## config.mk

```make
export PLATFORM = sky130hd
export DESIGN_NAME = instruction_fetch_unit_flat
export DESIGN_NICKNAME = d
export VERILOG_FILES = /design/src/rtl/instruction_fetch_unit_if.sv /design/src/rtl/instruction_fetch_unit.sv /design/src/flat_wrapper.sv
export SDC_FILE = /design/constraint.sdc
export NUM_CORES = 1
export LEC_CHECK = 0
export ABC_AREA = 1
export CORE_ASPECT_RATIO = 0.6
export CORE_MARGIN = 2
export CORE_UTILIZATION = 49
export DETAILED_ROUTE_END_ITERATION = 8
export PLACE_DENSITY = 0.82
export SYNTH_ARGS = -nofsm -noshare
export SYNTH_HDL_FRONTEND = slang
export SYNTH_SLANG_ARGS = --single-unit
```

## constraint.sdc

```tcl
create_clock -name i_clk -period 2.05 [get_ports i_clk]
set_input_delay 0.205 -clock i_clk [delete_from_list [all_inputs] [get_ports i_clk]]
set_output_delay 0.205 -clock i_clk [all_outputs]
set_load 0.005 [all_outputs]
```

## src/rtl/instruction_fetch_unit_if.sv

```systemverilog
// Fetch-side bundle: instruction-memory request/response, branch redirect, decode handshake.
// master = fetch unit, slave = memory/execute/decode environment.
interface instruction_fetch_unit_if;
    logic        mem_req_vld;
    logic        mem_req_rdy;
    logic [31:0] mem_addr;
    logic        mem_resp_vld;
    logic [31:0] mem_resp_dat;
    logic        branch_taken;
    logic [31:0] branch_target;
    logic        dec_vld;
    logic        dec_rdy;
    logic [31:0] dec_instr;
    logic [31:0] dec_pc;

    modport master (
        output mem_req_vld, mem_addr, dec_vld, dec_instr, dec_pc,
        input  mem_req_rdy, mem_resp_vld, mem_resp_dat, branch_taken, branch_target, dec_rdy
    );

    modport slave (
        input  mem_req_vld, mem_addr, dec_vld, dec_instr, dec_pc,
        output mem_req_rdy, mem_resp_vld, mem_resp_dat, branch_taken, branch_target, dec_rdy
    );
endinterface

```

## src/rtl/instruction_fetch_unit.sv

```systemverilog
// Instruction fetch: PC, credit-limited memory requests, pending-PC FIFO, decode queue, redirect flush.
// Mem response to Dec valid = 1 cycle; requests stall when outstanding + queued reaches DEPTH.
module instruction_fetch_unit #(
    parameter logic [31:0] RESET_PC = 32'h0000_0000,
    parameter int          DEPTH    = 2
) (
    input  logic                            i_clk,
    input  logic                            i_rst_n,
    instruction_fetch_unit_if.master        io_fetch
);
    localparam int            AW  = (DEPTH > 1) ? $clog2(DEPTH) : 1;
    localparam int            CW  = AW + 1;
    localparam logic [CW:0]   LIM = (CW + 1)'(DEPTH);

    logic [31:0]   r_pc;
    logic [CW-1:0] r_out_cnt;
    logic [CW-1:0] r_q_cnt;
    logic [CW-1:0] r_drop_cnt;
    logic [AW-1:0] r_pwr;
    logic [AW-1:0] r_prd;
    logic [AW-1:0] r_qwr;
    logic [AW-1:0] r_qrd;
    logic [31:0]   r_ppc  [DEPTH];
    logic [31:0]   r_qpc  [DEPTH];
    logic [31:0]   r_qins [DEPTH];

    logic          w_redirect;
    logic          w_credit;
    logic          w_req_vld;
    logic          w_accept;
    logic          w_resp;
    logic          w_keep;
    logic          w_pop;
    logic [CW-1:0] w_out_nxt;
    logic [31:0]   w_target;

    assign w_redirect = io_fetch.branch_taken;
    assign w_target   = io_fetch.branch_target & ~32'h0000_0003;
    assign w_credit   = ({1'b0, r_out_cnt} + {1'b0, r_q_cnt}) < LIM;
    // Gated by reset so nothing is offered while held, yet the first edge after release can accept.
    assign w_req_vld  = i_rst_n && w_credit && !w_redirect;
    assign w_accept   = w_req_vld && io_fetch.mem_req_rdy;
    assign w_resp     = io_fetch.mem_resp_vld;
    assign w_keep     = w_resp && !w_redirect && (r_drop_cnt == '0);
    assign w_pop      = (r_q_cnt != '0) && io_fetch.dec_rdy && !w_redirect;
    assign w_out_nxt  = r_out_cnt + CW'(w_accept) - CW'(w_resp);

    assign io_fetch.mem_req_vld = w_req_vld;
    assign io_fetch.mem_addr    = r_pc;
    assign io_fetch.dec_vld     = (r_q_cnt != '0);
    assign io_fetch.dec_instr   = r_qins[r_qrd];
    assign io_fetch.dec_pc      = r_qpc[r_qrd];

    always_ff @(posedge i_clk or negedge i_rst_n) begin
        if (!i_rst_n) begin
            r_pc       <= RESET_PC;
            r_out_cnt  <= '0;
            r_q_cnt    <= '0;
            r_drop_cnt <= '0;
            r_pwr      <= '0;
            r_prd      <= '0;
            r_qwr      <= '0;
            r_qrd      <= '0;
            for (int i = 0; i < DEPTH; i++) begin
                r_ppc[i]  <= '0;
                r_qpc[i]  <= '0;
                r_qins[i] <= '0;
            end
        end else begin
            r_out_cnt <= w_out_nxt;
            if (w_accept) begin
                r_ppc[r_pwr] <= r_pc;
                r_pwr        <= r_pwr + AW'(1);
            end
            if (w_resp) begin
                r_prd <= r_prd + AW'(1);
            end
            if (w_redirect) begin
                // Every request still in flight after this edge belongs to the abandoned path.
                r_pc       <= w_target;
                r_drop_cnt <= w_out_nxt;
                r_q_cnt    <= '0;
                r_qwr      <= '0;
                r_qrd      <= '0;
            end else begin
                if (w_accept) begin
                    r_pc <= r_pc + 32'd4;
                end
                if (w_resp && (r_drop_cnt != '0)) begin
                    r_drop_cnt <= r_drop_cnt - CW'(1);
                end
                if (w_keep) begin
                    r_qpc[r_qwr]  <= r_ppc[r_prd];
                    r_qins[r_qwr] <= io_fetch.mem_resp_dat;
                    r_qwr         <= r_qwr + AW'(1);
                end
                if (w_pop) begin
                    r_qrd <= r_qrd + AW'(1);
                end
                r_q_cnt <= r_q_cnt + CW'(w_keep) - CW'(w_pop);
            end
        end
    end
endmodule

```

## src/flat_wrapper.sv

```systemverilog
// flat-port wrapper written by rule: the top's interface ports become plain ports
module instruction_fetch_unit_flat 
#(
    parameter logic [31:0] RESET_PC = 32'h0000_0000,
    parameter int          DEPTH    = 2
)
  (i_clk, i_rst_n, io_fetch_mem_req_vld, io_fetch_mem_addr, io_fetch_dec_vld, io_fetch_dec_instr, io_fetch_dec_pc, io_fetch_mem_req_rdy, io_fetch_mem_resp_vld, io_fetch_mem_resp_dat, io_fetch_branch_taken, io_fetch_branch_target, io_fetch_dec_rdy);
  instruction_fetch_unit_if io_fetch_i ();
  input  logic i_clk;
  input  logic i_rst_n;
  output wire logic [$bits(io_fetch_i.mem_req_vld)-1:0] io_fetch_mem_req_vld;
  output wire logic [$bits(io_fetch_i.mem_addr)-1:0] io_fetch_mem_addr;
  output wire logic [$bits(io_fetch_i.dec_vld)-1:0] io_fetch_dec_vld;
  output wire logic [$bits(io_fetch_i.dec_instr)-1:0] io_fetch_dec_instr;
  output wire logic [$bits(io_fetch_i.dec_pc)-1:0] io_fetch_dec_pc;
  input wire logic [$bits(io_fetch_i.mem_req_rdy)-1:0] io_fetch_mem_req_rdy;
  input wire logic [$bits(io_fetch_i.mem_resp_vld)-1:0] io_fetch_mem_resp_vld;
  input wire logic [$bits(io_fetch_i.mem_resp_dat)-1:0] io_fetch_mem_resp_dat;
  input wire logic [$bits(io_fetch_i.branch_taken)-1:0] io_fetch_branch_taken;
  input wire logic [$bits(io_fetch_i.branch_target)-1:0] io_fetch_branch_target;
  input wire logic [$bits(io_fetch_i.dec_rdy)-1:0] io_fetch_dec_rdy;
  assign io_fetch_mem_req_vld = io_fetch_i.mem_req_vld;
  assign io_fetch_mem_addr = io_fetch_i.mem_addr;
  assign io_fetch_dec_vld = io_fetch_i.dec_vld;
  assign io_fetch_dec_instr = io_fetch_i.dec_instr;
  assign io_fetch_dec_pc = io_fetch_i.dec_pc;
  assign io_fetch_i.mem_req_rdy = io_fetch_mem_req_rdy;
  assign io_fetch_i.mem_resp_vld = io_fetch_mem_resp_vld;
  assign io_fetch_i.mem_resp_dat = io_fetch_mem_resp_dat;
  assign io_fetch_i.branch_taken = io_fetch_branch_taken;
  assign io_fetch_i.branch_target = io_fetch_branch_target;
  assign io_fetch_i.dec_rdy = io_fetch_dec_rdy;
  instruction_fetch_unit #(.RESET_PC(RESET_PC), .DEPTH(DEPTH)) u_core (.i_clk(i_clk), .i_rst_n(i_rst_n), .io_fetch(io_fetch_i));
endmodule
```

==> results of run 1 <==
## critical path: stages, from the launching register on
cell and delay [ps]:
dfrtp_1 380, nand2_1 80, inv_2 40, fa_1 480, nor2_4 130, buf_6 110
nand4_4 160, or2_4 330, buf_12 180, nand2_1 90, o21ai_2 50
## flip-flops by register name, summed over array words and instances, names as in the netlist
register,cells
u_core.io_fetch.mem_addr,30
u_core.r_drop_cnt,2
u_core.r_out_cnt,2
u_core.r_ppc,60
u_core.r_prd,1
u_core.r_pwr,1
u_core.r_q_cnt,2
u_core.r_qins,64
u_core.r_qpc,60
u_core.r_qrd,1
u_core.r_qwr,1
## cell usage in the layout, fill, tap and decap left out, types with 2 or more instances in the layout
cell type,Yosys,final
nand2_2,1,26
o21ai_0,178,135
nand2_1,511,484
o211ai_1,6,6
ha_1,6,5
mux2_2,30,30
nand3_1,59,55
xnor2_2,0,2
buf_8,0,2
xnor2_1,4,2
inv_2,1,2
nand3_2,0,4
clkdlybuf4s50_1,0,99
buf_6,7,7
nor3_1,3,2
inv_1,127,125
nor2_1,45,45
clkinv_2,0,2
o21ai_2,29,56
dlygate4sd2_1,0,36
nor2_2,5,4
xor2_1,6,6
dlymetal6s2s_1,0,20
clkdlybuf4s15_1,0,4
clkbuf_1,26,4
o21ai_1,2,18
buf_4,7,22
clkbuf_8,0,5
dfrtp_1,224,223
buf_12,0,16
clkbuf_16,0,27
conb_1,1,4
and2_1,2,2
## metrics by stage
| step | instance area, um^2 | worst slack [ps] | power, mW | setup TNS (ps) |
|---|---|---|---|---|
| detailed placement | 12700 | -48.2 | 13.0 | -897 |
| floorplan | 10700 | -34.3 | 10.1 | -34.3 |
| CTS | 13400 | -146 | 16.8 | -7420 |
| global route | 13900 | -214 | 18.2 | -13420 |
| global placement | 12700 | -0.768 | 12.8 | -1.29 |
| finish | 13900 | -131 | 17.1 | -4960 |
## path summary, 6_finish.rpt
check	startpoint	end	depth (start not counted)
setup / recovery	u_core.r_out_cnt[0]	u_core.r_ppc[57]	10
hold / removal	i_rst_n	u_core.io_fetch.mem_addr[27]	2
hold reg to reg	u_core.r_prd	u_core.r_prd	1
max in group asynchronous	i_rst_n	u_core.r_qrd	3
setup reg to reg	u_core.r_out_cnt[0]	u_core.r_ppc[57]	10
min in group i_clk	io_fetch_mem_resp_dat[26]	u_core.r_qins[58]	3
## timing repair
| action | CTS | global route |
|---|---|---|
| pin swaps | 11 | 15 |
| gates cloned | 0 | 8 |
| resized for setup | 130 | 69 |
| setup endpoints to repair | 110 | 118 |
| hold endpoints to repair | 15 | 0 |
| setup buffers | 2 | 15 |
| hold buffers | 1 | 0 |
## cell families after synthesis
kind of cell    Yosys count  share of synthesized area
buf+inv                 198                     0.0795
xor+xnor                 10                    0.00821
flops                   224                      0.525
fa+ha+maj                 7                    0.00891
simple gates            629                      0.232
compound gates          217                      0.114
other cells               1                   0.000351
mux                      30                     0.0317
## per-layer routing
metal	GRT usage	vias up	wire length, um	share of wire
met5	0	-	0	0
met4	0.0356	0	268	0.0090
met3	0.0488	29	2810	0.094
met2	0.332	408	12100	0.41
met1	0.393	4564	14600	0.49
li1	-	4488	-	-
## power groups by stage
| stage | combinational, mW | clock [mW] | sequential [mW] |
|---|---|---|---|
| floorplan | 3.39 | 0 | 6.74 |
| global placement | 5.91 | 0 | 6.90 |
| detailed placement | 6.07 | 0 | 6.97 |
| CTS | 6.08 | 3.75 | 6.95 |
| global route | 7.14 | 3.92 | 7.18 |
| finish | 6.46 | 3.68 | 7.00 |
## cell type report
type	instances	share of cell area
clock buffer	30	0.0438
clock inverter	3	0.00135
inverter	129	0.0353
multi-input combinational	897	0.322
sequential	224	0.403
tap	279	0.0251
timing repair buffer	214	0.169
## Yosys cell counts (6+ instances only)
| cell | n | area (um^2) |
|---|---|---|
| buf_1 | 8 | 30.0 |
| buf_2 | 21 | 105 |
| buf_4 | 7 | 52.6 |
| buf_6 | 7 | 78.8 |
| clkbuf_1 | 26 | 97.6 |
| dfrtp_1 | 224 | 5610 |
| ha_1 | 6 | 75.1 |
| inv_1 | 127 | 477 |
| mux2_2 | 30 | 338 |
| nand2_1 | 511 | 1920 |
| nand3_1 | 59 | 295 |
| nor2_1 | 45 | 169 |
| o211ai_1 | 6 | 45.0 |
| o21ai_0 | 178 | 891 |
| o21ai_2 | 29 | 254 |
| xor2_1 | 6 | 52.6 |
==> results.md, run 1 <==
Outcome:
- The run finished, with violations left.
- The checks that failed: negative setup slack.

Floorplan:
- The region available for standard cell placement spans 0.0212 mm^2.
- The die outline width is 195 um.
- Row generation in the floorplan step produced 41 rows.
- The die footprint is 0.0230 mm^2.
- From bottom edge to top edge, the die measures 118 um.
- The I/O pin count is 168.
- The starting density of the core is 0.504.

Power and ir drop:
- The internal portion of the total power is 11.2 mW.
- The net switching power is 6.00 mW.
- The sequential share of power is 0.408.
- The share of total power dissipated in the clock network is 0.215.
- The static leakage is 7.10 nW.
- Across the VDD grid, the largest voltage drop is 0.616 mV.
- The switching power share of the total is 0.350.
- The power per cell area is 1230 mW/mm^2.
- The combinational power share is 0.377.

Clock tree:
- The clock-pin slew reported for the worst setup and hold paths after clock tree synthesis is 70 ps.
- The clock latency on the worst-skew pair is 500 ps.
- The number of buffers added by the clock tree synthesis step is 21.
- Clock tree synthesis selected as its root buffer the cell clkbuf_16.
- The clock passes through at most 3 buffers.
- In this run the number of H-tree levels came out at 1.
- The total number of clock tree sinks is 224.
- TritonCTS built the clock tree.

Timing:
- Setup violations remaining at the end of the flow were counted as 65.
- In the finished design, the share of the clock period the worst path needs comes to 1.06.
- The total count of max-transition violations in the final report is 0.
- For the finished layout, the period the worst path requires is 2180 ps.
- In the post-route analysis, the smallest setup slack over all paths is -131 ps.
- Headroom to the max-slew limit came out at 0.442.
- The final number of hold-violating endpoints is 0.
- Setup repair after global routing could not meet its margin everywhere.
- At the pin with the least slew margin, the transition time is 836 ps.
- The final setup skew is 12.0 ps.
- The timing-limited maximum frequency is 458 MHz.
- Hold timing on the final database bottoms out at a slack of 146 ps.

Synthesis:
- The cell count after synthesis is 1316.
- The share of synthesized registers carrying an async set or reset is 1.00.
- The count of unique library cells instantiated by Yosys is 31.
- In this run the cell area of the synthesized design comes to 0.0107 mm^2.
- The total number of yosys warnings is 0.
- For this run, the register share of the synthesized area comes to 0.525.
- The register bit total from synthesis is 224.
- Yosys mapped a number of flops with a built-in enable equal to 0.
- In the synthesized netlist the dominant register cell turns out to be dfrtp_1.
- The mean cell area of the mapped netlist is 8.11 um^2.

Setup path:
- The data required time at the worst endpoint is 2430 ps.
- The start-to-end type of the worst setup path is flip-flop to flip-flop.
- Of all nets on the critical path, the largest fanout is 32.
- The worst setup path is captured at a flip-flop.
- Across all register-to-register paths, the minimum setup slack is -130 ps.
- At the worst endpoint, the arrival time is 2560 ps.
- The startpoint type of the worst setup path is a flip-flop.

GRT:
- The number of antenna violations at the first check in global routing is 0.
- The number of global-route vias before repair is 8681.
- Entering global routing, the biggest net connects 145 pins.
- The first global-routing pass estimated 44.9 mm of wire.
- The overall routing resource usage is 0.241.
- The residual overflow from global routing is 0.

Route:
- The count of routing violations after the opening detailed-route iteration is 1032.
- For this run, design rule violations remaining after detail routing come to 0.
- The routed layout has 9489 vias.
- The first TritonRoute pass finished after 5 iterations.
- Dividing the detail-routed via count by the number of cells gives 5.34.
- The final layout contains routed wiring with a total length of 29.9 mm.
- The count of antenna-violating nets left after detailed routing is 0.
- The final routed wire length divided by cell count is 16.8 um.

Cells and area:
- The filler cells instantiated in the layout total 1742.
- The net count of the finished layout is 1564.
- Relative to the synthesized area, the layout overhead comes to 30.4%.
- The utilization of the core after routing is 0.657.
- The finished layout holds 1776 standard cells, fillers aside.
- The fraction of final layout cells sized beyond drive strength 1 is 0.146.
- Registers take 0.00561 mm^2.
- 0 antenna diodes ended up in the layout.
- The area taken by multi-input logic gates is 0.00448 mm^2.

Place:
- Counting tap cells, the placed design contains a total of 1717 instances.
- The final RePlAce weighted congestion is 0.935.
- Buffers placed on the I/O ports in this run total 161.
- The post-detailed-placement half-perimeter wirelength is 18.7 mm.

Job:
- Max-cap violations in this run came to 0.

Hold path:
- The worst hold path belongs to the class input port to async pin.
Note: power is estimated with default switching activity, not from simulation.
==> run 2: changes to the inputs <==
- CAP_MARGIN: unset -> 20
- CELL_PAD_IN_SITES_DETAIL_PLACEMENT: unset -> 0
- CELL_PAD_IN_SITES_GLOBAL_PLACEMENT: unset -> 1
- CORE_UTILIZATION: 49 -> 36
- CTS_BUF_LIST: unset -> sky130_fd_sc_hd__clkbuf_8 sky130_fd_sc_hd__clkbuf_16
- PLACE_DENSITY: 0.82 -> 0.81
==> results.md, run 2 (synthesized netlist as in run 1, its figures left out) <==
Outcome:
- The run finished, with violations left.
- The final reports fail on negative setup slack.

Cells and area:
- The fraction of final layout cells sized beyond drive strength 1 is 0.173.
- In the final layout, the registers with the most flip-flops are u_core.r_qins (64), u_core.r_ppc (60), u_core.r_qpc (60).
- The number of nets in the layout is 1578.
- The number of fill cells in the layout is 2764.
- The finished cells cover 0.0147 mm^2.
- Excluding fillers, the count of instances in the completed layout stands at 1918.
- Once layout is complete, the utilization of the core stands at 0.509.
- The register with the most flip-flops in the layout has 64 of them.
- The final antenna diode count is 0.
- The layout overhead on the synthesized area is 37.9%.
- The library cell used most frequently in the layout, excluding fill and tap cells, is nand2_1.
- The top register by number of flip-flops is u_core.r_qins.
- Leaving out fill and tap cells, the most frequent cells in the layout are nand2_1, dfrtp_1, inv_1, o21ai_0, clkdlybuf4s50_1.

Clock tree:
- The clock-pin slew reported for the worst setup and hold paths after clock tree synthesis is 60 ps.
- No sink is reached through more buffers than the 3 on the longest clock path.
- In this run, CTS created clock tree buffers numbering 24.
- The clock latency on the worst-skew pair is 540 ps.
- TritonCTS built the clock tree.
- CTS saw 224 sinks.
- The clock root buffer is clkbuf_16.
- CTS built an H-tree with a depth of 1.

Timing:
- The final clock period utilization by the worst path is 1.09.
- Setup repair after global routing could not meet its margin everywhere.
- The worst hold margin is 123 ps.
- Timing would allow up to 449 MHz.
- The final setup violation count is 39.
- The final setup skew is 16.0 ps.
- The slew at the pin closest to its max-slew limit is 841 ps.
- The shortest period the worst path allows is 2230 ps.
- After layout, the worst setup slack is -176 ps.
- The max-slew headroom at the worst pin is 0.440.
- The final number of hold-violating endpoints is 0.
- The total count of max-transition violations in the final report is 0.
- The total negative slack for setup checks is -2540 ps.

Place:
- In this run the tool buffered the top-level ports with 161 buffer cells.
- Once placement finished, the instance area stood at 0.0128 mm^2.
- At the end of routability-driven placement, the weighted congestion stood at 0.896.
- The number of placed instances, taps included, is 1844.
- The minimum setup slack after placement is -9.07 ps.
- The post-detailed-placement half-perimeter wirelength is 20.4 mm.

Route:
- After detailed routing, the total wire length is 33.0 mm.
- The count of routing violations after the opening detailed-route iteration is 767.
- Across all layers, the routed design uses 9367 vias.
- The ratio of routed vias to standard cells is 4.88.
- The count of antenna-violating nets left after detailed routing is 0.
- For this run, the detailed router's first-pass iteration total came to 7.
- After detailed routing, the average wire length per cell comes to 17.2 um.
- In the routed design, unresolved DRC markers number 0.

Floorplan:
- In this run the count of I/O pins placed on the die edge is 168.
- The die covers 0.0311 mm^2.
- The number of core rows is 48.
- The die outline width is 226 um.
- The core area is 0.0289 mm^2.
- Measured along the y axis, the die boundary spans 137 um.
- The starting density of the core is 0.369.

Hold path:
- In this run the worst hold path is classified as input port to async pin.

Setup path:
- For the worst setup path, the data arrival time is 2020 ps.
- The start-to-end type of the worst setup path is flip-flop to primary output.
- STA classifies the critical path startpoint as a flip-flop.
- The critical path endpoint category is a primary output.
- In this run the worst path has a maximum fanout of 18.
- The data required time at the worst endpoint is 1850 ps.

Job:
- The tool flagged a number of max-cap violations equal to 0.

Power and ir drop:
- VDD sags by at most 0.713 mV.
- The net switching power is 6.37 mW.
- The power per cell area is 1270 mW/mm^2.
- The share of total power dissipated in combinational logic is 0.363.
- The cell-internal power is 12.3 mW.
- Summing internal, switching and leakage power gives 18.6 mW.
- The share of total power dissipated in the clock network is 0.256.
- The sequential share of power is 0.381.
- The static leakage is 7.36 nW.
- The switching power share of the total is 0.342.

GRT:
- Entering global routing, the biggest net connects 107 pins.
- The number of global-route vias before repair is 8608.
- The global-route wire length before repair is 48.0 mm.
- The number of antenna violations at the first check in global routing came to 0.
- For this run, the total global-route usage over all layers was measured as 0.199.
- The residual overflow from global routing is 0.
run 2: cell types whose count changed in the layout (fill, tap and decap cells not counted), sizes merged, moves of 3 or more:
| cell | change |
|---|---|
| buf | +9 |
| clkbuf | +5 |
| bufinv | +4 |
| clkdlybuf4s15 | -4 |
| clkinv | +3 |
run 2: per-layer routing:
| layer | wire length (um) | up-vias | track usage |
|---|---|---|---|
| met2 | 13400 | 280 | 0.278 |
| met4 | 444 | 0 | 0.0362 |
| met3 | 2440 | 33 | 0.0416 |
| met1 | 16700 | 4527 | 0.313 |
| li1 | - | 4527 | - |
| met5 | 0 | - | 0 |
run 2: power groups by stage:
| stage | clock network (mW) | logic, mW | registers, mW |
|---|---|---|---|
| 2_1_floorplan | 0 | 3.39 | 6.74 |
| 3_3_place_gp | 0 | 6.03 | 6.91 |
| 3_5_place_dp | 0 | 6.14 | 6.96 |
| 4_1_cts | 4.88 | 6.17 | 6.90 |
| 5_1_grt | 5.05 | 7.53 | 7.29 |
| 6_report | 4.78 | 6.76 | 7.10 |
run 2: final cells by class:
cell class                      count  area, um^2  area share
Sequential cell                   224        5610       0.381
Clock buffer                       31         697      0.0473
Tap cell                          400         500      0.0340
Multi-Input combinational cell    897        4700       0.319
Timing Repair Buffer              225        2550       0.173
Clock inverter                     12         171      0.0116
Inverter                          129         502      0.0341
run 2: worst paths after layout:
kind | endpoint | depth (start not counted) | slack [ps] | from
min in group i_clk | u_core.r_qins[0] | 3 | 230 | io_fetch_mem_resp_dat[0]
max | io_fetch_dec_pc[12] | 4 | -180 | u_core.r_qrd
min | u_core.r_out_cnt[1] | 2 | 120 | i_rst_n
max reg2reg | u_core.r_ppc[52] | 10 | -90 | u_core.r_out_cnt[0]
min reg2reg | u_core.r_qpc[16] | 2 | 480 | u_core.r_qpc[16]
max in group asynchronous | u_core.r_qpc[51] | 3 | 890 | i_rst_n
run 2: worst max-delay path, stage by stage, from the launching register on:
cell and delay [ps]:
dfrtp_2 430, buf_4 170, clkbuf_16 190, o21ai_2 160, clkdlybuf4s50_1 520
run 2: repair_timing:
action,in CTS,in global routing
buffers inserted,7,5
resized for setup,73,196
setup endpoints to repair,69,117
hold buffers,1,0
pin swaps,2,13
gates cloned,5,13
hold endpoints to repair,224,0
